==> src/rtl/ws2812_pixel_decoder.sv <==
// WS2812 receive front end: measures high pulses on a synchronised data line,
// assembles pixel words and hands them downstream over valid/ready.
module ws2812_pixel_decoder #(
   parameter int CNT_WIDTH      = 13,
   parameter int BITS_PER_PIXEL = 24,
   parameter int T0H_MIN        = 25,
   parameter int T0H_MAX        = 55,
   parameter int T1H_MIN        = 65,
   parameter int T1H_MAX        = 100,
   parameter int TRESET_CYCLES  = 5000,
   parameter int MSB_FIRST      = 1,
   parameter int IDX_WIDTH      = 10
) (
   input  logic                      i_clk,
   input  logic                      i_reset,
   input  logic                      i_din,
   output logic [BITS_PER_PIXEL-1:0] o_pixel_data,
   output logic [IDX_WIDTH-1:0]      o_pixel_index,
   output logic                      o_pixel_valid,
   input  logic                      i_pixel_ready,
   output logic                      o_frame_end,
   output logic                      o_bit_error,
   output logic                      o_overrun,
   output logic                      o_busy
);

   localparam int BCW = (BITS_PER_PIXEL > 2) ? $clog2(BITS_PER_PIXEL) : 1;

   localparam logic [CNT_WIDTH-1:0] CNT_MAX    = '1;
   localparam logic [CNT_WIDTH-1:0] T0_MIN     = CNT_WIDTH'(T0H_MIN);
   localparam logic [CNT_WIDTH-1:0] T0_MAX     = CNT_WIDTH'(T0H_MAX);
   localparam logic [CNT_WIDTH-1:0] T1_MIN     = CNT_WIDTH'(T1H_MIN);
   localparam logic [CNT_WIDTH-1:0] T1_MAX     = CNT_WIDTH'(T1H_MAX);
   localparam logic [CNT_WIDTH-1:0] TRESET_CNT = CNT_WIDTH'(TRESET_CYCLES);
   localparam logic [BCW-1:0]       LAST_BIT   = BCW'(BITS_PER_PIXEL - 1);

   typedef enum logic [1:0] {S_SYNC, S_IDLE, S_HIGH, S_LOW} state_t;

   state_t                    state_q;
   logic                      din_q;
   logic [CNT_WIDTH-1:0]      cnt_q;
   logic [BCW-1:0]            bit_cnt_q;
   logic [BITS_PER_PIXEL-1:0] shift_q;
   logic [IDX_WIDTH-1:0]      idx_q;

   logic                      rise;
   logic                      fall;
   logic                      low_timeout;
   logic                      is_one;
   logic                      is_zero;
   logic [BITS_PER_PIXEL-1:0] shift_next;

   assign rise = i_din & ~din_q;
   assign fall = ~i_din & din_q;
   // Low on both samples so a long high pulse's count cannot be mistaken for treset.
   assign low_timeout = ~i_din & ~din_q & (cnt_q >= TRESET_CNT);
   assign is_one  = (cnt_q >= T1_MIN) && (cnt_q <= T1_MAX);
   assign is_zero = (cnt_q >= T0_MIN) && (cnt_q <= T0_MAX);

   // NOTE: always_comb assigns a default first so no path leaves shift_next unassigned (no latch).
   always_comb begin
      shift_next = shift_q;
      if (MSB_FIRST != 0) shift_next = {shift_q[BITS_PER_PIXEL-2:0], is_one};
      else                shift_next = {is_one, shift_q[BITS_PER_PIXEL-1:1]};
   end

   // NOTE: all state updates are non-blocking so every register sees pre-edge values.
   always_ff @(posedge i_clk or posedge i_reset) begin
      if (i_reset) begin
         state_q       <= S_SYNC;
         din_q         <= 1'b0;
         cnt_q         <= '0;
         bit_cnt_q     <= '0;
         shift_q       <= '0;
         idx_q         <= '0;
         o_pixel_data  <= '0;
         o_pixel_index <= '0;
         o_pixel_valid <= 1'b0;
         o_frame_end   <= 1'b0;
         o_bit_error   <= 1'b0;
         o_overrun     <= 1'b0;
         o_busy        <= 1'b0;
      end else begin
         din_q       <= i_din;
         o_frame_end <= 1'b0;
         o_bit_error <= 1'b0;
         o_overrun   <= 1'b0;

         if (rise || fall)        cnt_q <= CNT_WIDTH'(1);
         else if (cnt_q != CNT_MAX) cnt_q <= cnt_q + 1'b1;

         if (o_pixel_valid && i_pixel_ready) o_pixel_valid <= 1'b0;

         case (state_q)
            S_SYNC: begin
               if (low_timeout) state_q <= S_IDLE;
            end
            S_IDLE: begin
               if (rise) begin
                  state_q <= S_HIGH;
                  o_busy  <= 1'b1;
               end
            end
            S_HIGH: begin
               if (fall) begin
                  if (is_one || is_zero) begin
                     state_q <= S_LOW;
                     if (bit_cnt_q == LAST_BIT) begin
                        bit_cnt_q <= '0;
                        shift_q   <= '0;
                        idx_q     <= idx_q + 1'b1;
                        // A word still waiting downstream wins; the new one is dropped.
                        if (o_pixel_valid && !i_pixel_ready) begin
                           o_overrun <= 1'b1;
                        end else begin
                           o_pixel_data  <= shift_next;
                           o_pixel_index <= idx_q;
                           o_pixel_valid <= 1'b1;
                        end
                     end else begin
                        bit_cnt_q <= bit_cnt_q + 1'b1;
                        shift_q   <= shift_next;
                     end
                  end else begin
                     o_bit_error <= 1'b1;
                     bit_cnt_q   <= '0;
                     shift_q     <= '0;
                     state_q     <= S_SYNC;
                     o_busy      <= 1'b0;
                  end
               end
            end
            S_LOW: begin
               if (rise) begin
                  state_q <= S_HIGH;
               end else if (low_timeout) begin
                  o_frame_end <= 1'b1;
                  idx_q       <= '0;
                  bit_cnt_q   <= '0;
                  shift_q     <= '0;
                  state_q     <= S_IDLE;
                  o_busy      <= 1'b0;
               end
            end
            default: begin
               state_q <= S_SYNC;
               o_busy  <= 1'b0;
            end
         endcase
      end
   end

endmodule

==> config.mk <==
export PLATFORM = sky130hd
export DESIGN_NAME = ws2812_pixel_decoder
export DESIGN_NICKNAME = d
export VERILOG_FILES = /design/src/rtl/ws2812_pixel_decoder.sv
export SDC_FILE = /design/constraint.sdc
export NUM_CORES = 1
export LEC_CHECK = 0
export BUFFER_PORTS_ARGS = -buffer_cell sky130_fd_sc_hd__clkbuf_2
export CORE_MARGIN = 5
export CORE_UTILIZATION = 50
export DETAILED_ROUTE_END_ITERATION = 6
export GPL_TIMING_DRIVEN = 0
export PLACE_DENSITY = 0.76
export SYNTH_ARGS = -nofsm -noshare
export SYNTH_HDL_FRONTEND = slang
export SYNTH_SLANG_ARGS = --single-unit
==> constraint.sdc <==
create_clock -name i_clk -period 3.4 [get_ports i_clk]
set_input_delay 0.68 -clock i_clk [delete_from_list [all_inputs] [get_ports i_clk]]
set_output_delay 0.68 -clock i_clk [all_outputs]
set_load 0.05 [all_outputs]
* After elaboration in Yosys (flattened, before gate mapping)
Index checks and enable logic that the tools add are counted.
Word-level totals: output and inout port bits 39, register bits after elaboration 93, logic and storage cells 105, input bits 4
Cells by class: order comparisons 5, muxes and demuxes 49, bitwise logic cells 7, reduce and logical (&&, ||, !) cells 16, add/sub/neg operators 3, eq/ne operators 12
Operators by type and width (number):
- two-way mux 23 bit | 5
- two-way mux 10 bit | 5
- one-hot mux 23 bit (2 select lines) | 1
- two-way mux 13 bit | 2
- two-way mux 5 bit | 5
- two-way mux 1 bit | 22
- one-hot mux 10 bit (2 select lines) | 1
- inequality test 2 bit (second input constant) | 7
- adder 13 x 1 -> 13 bit (second input constant) | 1
- greater-or-equal comparator 13 bit (second input constant) | 1
- greater-or-equal comparator 13 x 5 -> 1 bit (second input constant) | 1
- greater-or-equal comparator 13 x 7 -> 1 bit (second input constant) | 1
- <= comparator 13 x 6 -> 1 bit (second input constant) | 1
- <= comparator 13 x 7 -> 1 bit (second input constant) | 1
- inequality test 13 bit (second input constant) | 1
- AND reduction 6 bit | 2
- adder 10 x 1 -> 10 bit (second input constant) | 1
- two-way mux 2 bit | 5
- one-hot mux 5 bit (2 select lines) | 1
- one-hot mux 2 bit (4 select lines) | 1
- adder 5 x 1 -> 5 bit (second input constant) | 1
- equality test 5 bit (second input constant) | 1
- AND reduction 5 bit | 1
- bitwise AND 1 bit | 4
- other kinds (12) | 20

* Logic depth before layout (Yosys ltp)
word-level depth 7, depth in mapped cells 10

* Worst setup path before layout
OpenSTA, ideal clock, no wires.
path kind register to register, start register cnt_q[5], end register o_pixel_data[10], slack 894 ps, data arrival time 2381 ps, path buffers 4, clock period less this slack 2506 ps, stages on the path, launching flop included 11, path through dfrtp_1 -> buf_6 -> nand3_2 -> or3b_1 -> or4_1 -> buf_4 -> a21oi_4 -> and3_1 -> buf_6 -> buf_12 -> mux2_4
Between the ends: longest elaborated chain between the ends 4
RTL lines:
- start, declared | RTL line 41 | logic [CNT_WIDTH-1:0] cnt_q;
- start signal, assigned | RTL line 90 | else if (cnt_q != CNT_MAX) cnt_q <= cnt_q + 1'b1;
- greater-or-equal comparator 13 x 7 -> 1 bit (tied with other cells) | RTL line 57 | assign is_one = (cnt_q >= T1_MIN) && (cnt_q <= T1_MAX);
- logical AND 1 bit, on equally long branches | RTL line 57, 58
- logical OR 1 bit (*) | RTL line 106 | if (is_one || is_zero) begin
- AND reduction 5 bit (no source line) (*)
- end signal, assigned | RTL line 116 | o_pixel_data <= shift_next;
- end, declared | RTL line 17 | output logic [BITS_PER_PIXEL-1:0] o_pixel_data,
Mark *: on every way between the ends. The rest lies on a longest branch, timed or not. A chain may end at the register's enable or synchronous reset.

* Final worst setup path
start register cnt_q[4], end register idx_q[0]
Between the ends: longest elaborated chain between the ends 5
RTL lines:
- greater-or-equal comparator 13 x 7 -> 1 bit (tied with other cells) | RTL line 57
- logical AND 1 bit, on equally long branches | RTL line 57, 58
- logical OR 1 bit | RTL line 106
- inequality test 2 bit (no source line)
- AND reduction 6 bit (no source line) (*)
- end signal, assigned | RTL line 111 | idx_q <= idx_q + 1'b1;
- end, declared | RTL line 44 | logic [IDX_WIDTH-1:0] idx_q;
Marks and branches as above.

==> out/qor.yml <==
global_route:
  grt_overflow: 0
  grt_use_met1_pct: 20.72
  grt-busiest-layer: "met2"
  grt_max_degree: 70
  grt_use_met2_pct: 26.44
  antenna_found_initial: 0
  grt_pass1_vias: 2776
  grt_pass1_wl_mm: 13.32
  grt.total_usage_pct: 15.91
  use_met3_pct: 4.127
drt:
  drt_pass1_iterations: 4
  final_antenna_net_count: 0
  vias: 2829
  wl_per_cell_um: 15.62
  drt_iter0_drc: 145
  drc: 0
  wl_mm: 8.031
  routed_via_density: 5.504
sta:
  timing.final.crit_share_pct: 80.94
  rsz0062_at_grt: "false"
  setup_slack_ns: 0.6482
  setup_violations: 0
  worst_slew_pin_slew_ns: 0.9001
  skew_ns: 0.01461
  final_hold_viol_count: 0
  min_period_ns: 2.752
  hold_ws_ns: 0.2735
  final_max_slew_viol_count: 0
  clock.fmax_mhz: 363.4
  slew_headroom_pct: 39.86
clocking:
  clk_pin_slew_worst_paths_ns: 0.10
  cts_hold_buf: 0
  cts_buffers: 9
  post-cts-setup-buffers: 0
  cts_root_buffer: "clkbuf_8"
  htree_levels: 3
  cts_buffer_depth: 2
  tritoncts: "done"
  cts_sinks: 93
  worst_skew_pair.late_latency_ns: 0.37
  cts.repair.resized: 0
layout:
  drive_gt1_share_pct: 28.08
  final_core_util_pct: 57.57
  area_growth_pct: 14.00
  n_antenna_cell: 0
  final_nets: 413
  layout.cells.non_filler: 514
synth:
  ys_ff_latch: 93
  synth_xor_area_share_pct: 2.028
  async_flop_share_pct: 100.0
  synth_compound_area_share_pct: 10.78
  synthDistinctLibCells: 51
  netlist_area_sq_um: 4318
  synthAdderAreaFrac_pct: 2.318
  ys.flop_type: "dfrtp_1"
  synth-seq-area-share_pct: 53.90
  synth_edf_count: 0
  syn-num-nets: 359
  synth_top_family_by_area: "simple AND/OR/NAND/NOR gates"
  muxShareOfSynthArea_pct: 12.08
  synthCells: 347
  syn_avg_cell_area_sq_um: 12.44
  yosysWarnings: 0
  synth-simple-area-share_pct: 13.59
die:
  core_area_sq_um: 8551
  fp.dieW_um: 102.9
  ioPinCount: 43
  start_util_pct: 50.50
  die_h_um: 102.9
  die_area_sq_um: 10590
  row_count: 34
placement:
  io_buffers: 42
  pre_cts_slack_ns: 0.5429
  dpl.hpwl_mm: 5.675
  dp.cells: 498
  finalWeightedCongestion: 0.8252
flow_run:
  cap_violations: 0
worst_setup_path:
  crit_arrival_ns: 3.03
  setup.worst_path.class: "reg2reg"
  cp-end-kind: "flip-flop"
  required_ns: 3.68
  cp-start-kind: "flip-flop"
  cp_max_fo: 10
power:
  irDropWorstVdd_mv: 0.2467
  leakage_nw: 2.340
  cellPowerDensity_nw_per_um2: 441.3
min_path:
  min-delay-path-class: "in2async"
outcome:
  status: "finished clean"
## synth_stat cells, drive strengths merged, types with 4 or more instances
| library cell | number | area share [%] |
|---|---|---|
| dfrtp | 93 | 54 |
| mux2 | 34 | 11 |
| nand2 | 29 | 2.5 |
| a22o | 24 | 4.9 |
| nor2 | 16 | 1.4 |
| buf | 13 | 3.7 |
| inv | 13 | 1.1 |
| a21oi | 10 | 1.4 |
| xnor2 | 10 | 2.0 |
| nand3 | 9 | 1.2 |
| nand3b | 9 | 1.6 |
| ha | 8 | 2.3 |
| nor3 | 8 | 1.2 |
| nand4 | 7 | 1.0 |
| a2111oi | 6 | 1.2 |
| clkbuf | 6 | 0.52 |
| o21ai | 6 | 0.70 |
| nor4 | 5 | 0.72 |
| o211ai | 5 | 0.87 |
| or4 | 4 | 0.70 |
## sequential cells by signal, summed over array words and instances, names as in the netlist
signal,count
o_pixel_data,24
shift_q,23
cnt_q,13
idx_q,10
o_pixel_index,10
bit_cnt_q,5
state_q,2
din_q,1
o_bit_error,1
o_busy,1
o_frame_end,1
o_overrun,1
o_pixel_valid,1
## layout by cell type, fill, tap and decap left out, types with 2 or more instances in the layout
cell type	count
and2_1	2
nand4b_1	2
nor3_1	7
a21oi_1	9
mux2_2	5
nand3b_1	9
nand4_1	7
ha_1	8
dfrtp_1	93
clkbuf_1	6
o21ai_0	6
a2111oi_0	6
buf_4	2
clkbuf_8	9
o211ai_1	5
or4_1	4
inv_6	2
nor2_1	16
a31oi_1	2
xnor2_1	10
and3_1	2
mux2_4	29
nand2_1	29
buf_12	3
or2b_1	2
a22o_1	23
mux2i_1	3
inv_1	12
buf_6	7
nand3_1	8
clkbuf_2	42
bufinv_16	2
nor4_1	5
nor2b_1	3
## metal layers
metal  vias to the layer above  wire length, um
li1                       1377                -
met1                      1395             3759
met2                        51             3810
met3                         6              382
met4                         0               79
met5                         -                0
## critical path, stage by stage, from the launching register on
cell	delay, ns
dfrtp_1	0.38
buf_4	0.16
nor4_1	0.27
o21ai_0	0.24
a21oi_1	0.58
clkbuf_1	0.41
buf_1	0.43
nand2_1	0.11
o211ai_1	0.12
## report_power, final
part           leakage, nW  internal (W)  switching, W  total [W]
clock network        0.112      0.000426      0.000410   0.000836
logic                0.952     0.0000562      0.000107   0.000163
registers             1.28       0.00113     0.0000400    0.00117
total                 2.34       0.00162      0.000557    0.00217
## path summary, 6_finish.rpt
| path | start | endpoint | slack [ns] | cells past startpoint |
|---|---|---|---|---|
| setup / recovery | cnt_q[4] | idx_q[0] | 0.65 | 8 |
| hold / removal | i_reset | idx_q[8] | 0.27 | 2 |
| setup reg to reg | cnt_q[4] | idx_q[0] | 0.65 | 8 |
| hold reg to reg | bit_cnt_q[4] | bit_cnt_q[4] | 0.52 | 1 |
| max in group asynchronous | i_reset | idx_q[1] | 2.51 | 3 |
| min in group i_clk | i_din | din_q | 0.47 | 1 |
## cell families (layout without fill, tap and decap cells)
logic type | after synthesis | after routing
and+or+nand+nor | 107 | 107
DFF | 93 | 93
AOI/OAI and AO/OA | 60 | 60
muxes | 37 | 37
buffers and inverters | 32 | 91
xor gates and xnor gates | 10 | 10
adders and majority gates | 8 | 8
## stage by stage
step	setup TNS, ns	instance area, sq um	power (W)
2_1_floorplan	0	4318	0.001308
5_1_grt	0	4922	0.002261
3_3_place_gp	-63.19	4663	0.001350
6_report	0	4922	0.002172
3_5_place_dp	0	4693	0.001360
4_1_cts	0	4922	0.002185
## layout make-up
cell class                      instances  area [sq um]
Sequential cell                        93          2327
Clock inverter                          7         105.1
Multi-Input combinational cell        222          1762
Fill cell                             695          3628
Timing Repair Buffer                   43         237.7
Clock buffer                            9         123.9
Buffer                                 19         180.2
Tap cell                              108         135.1
Inverter                               13         51.30
(Power assumes the default switching activity.)
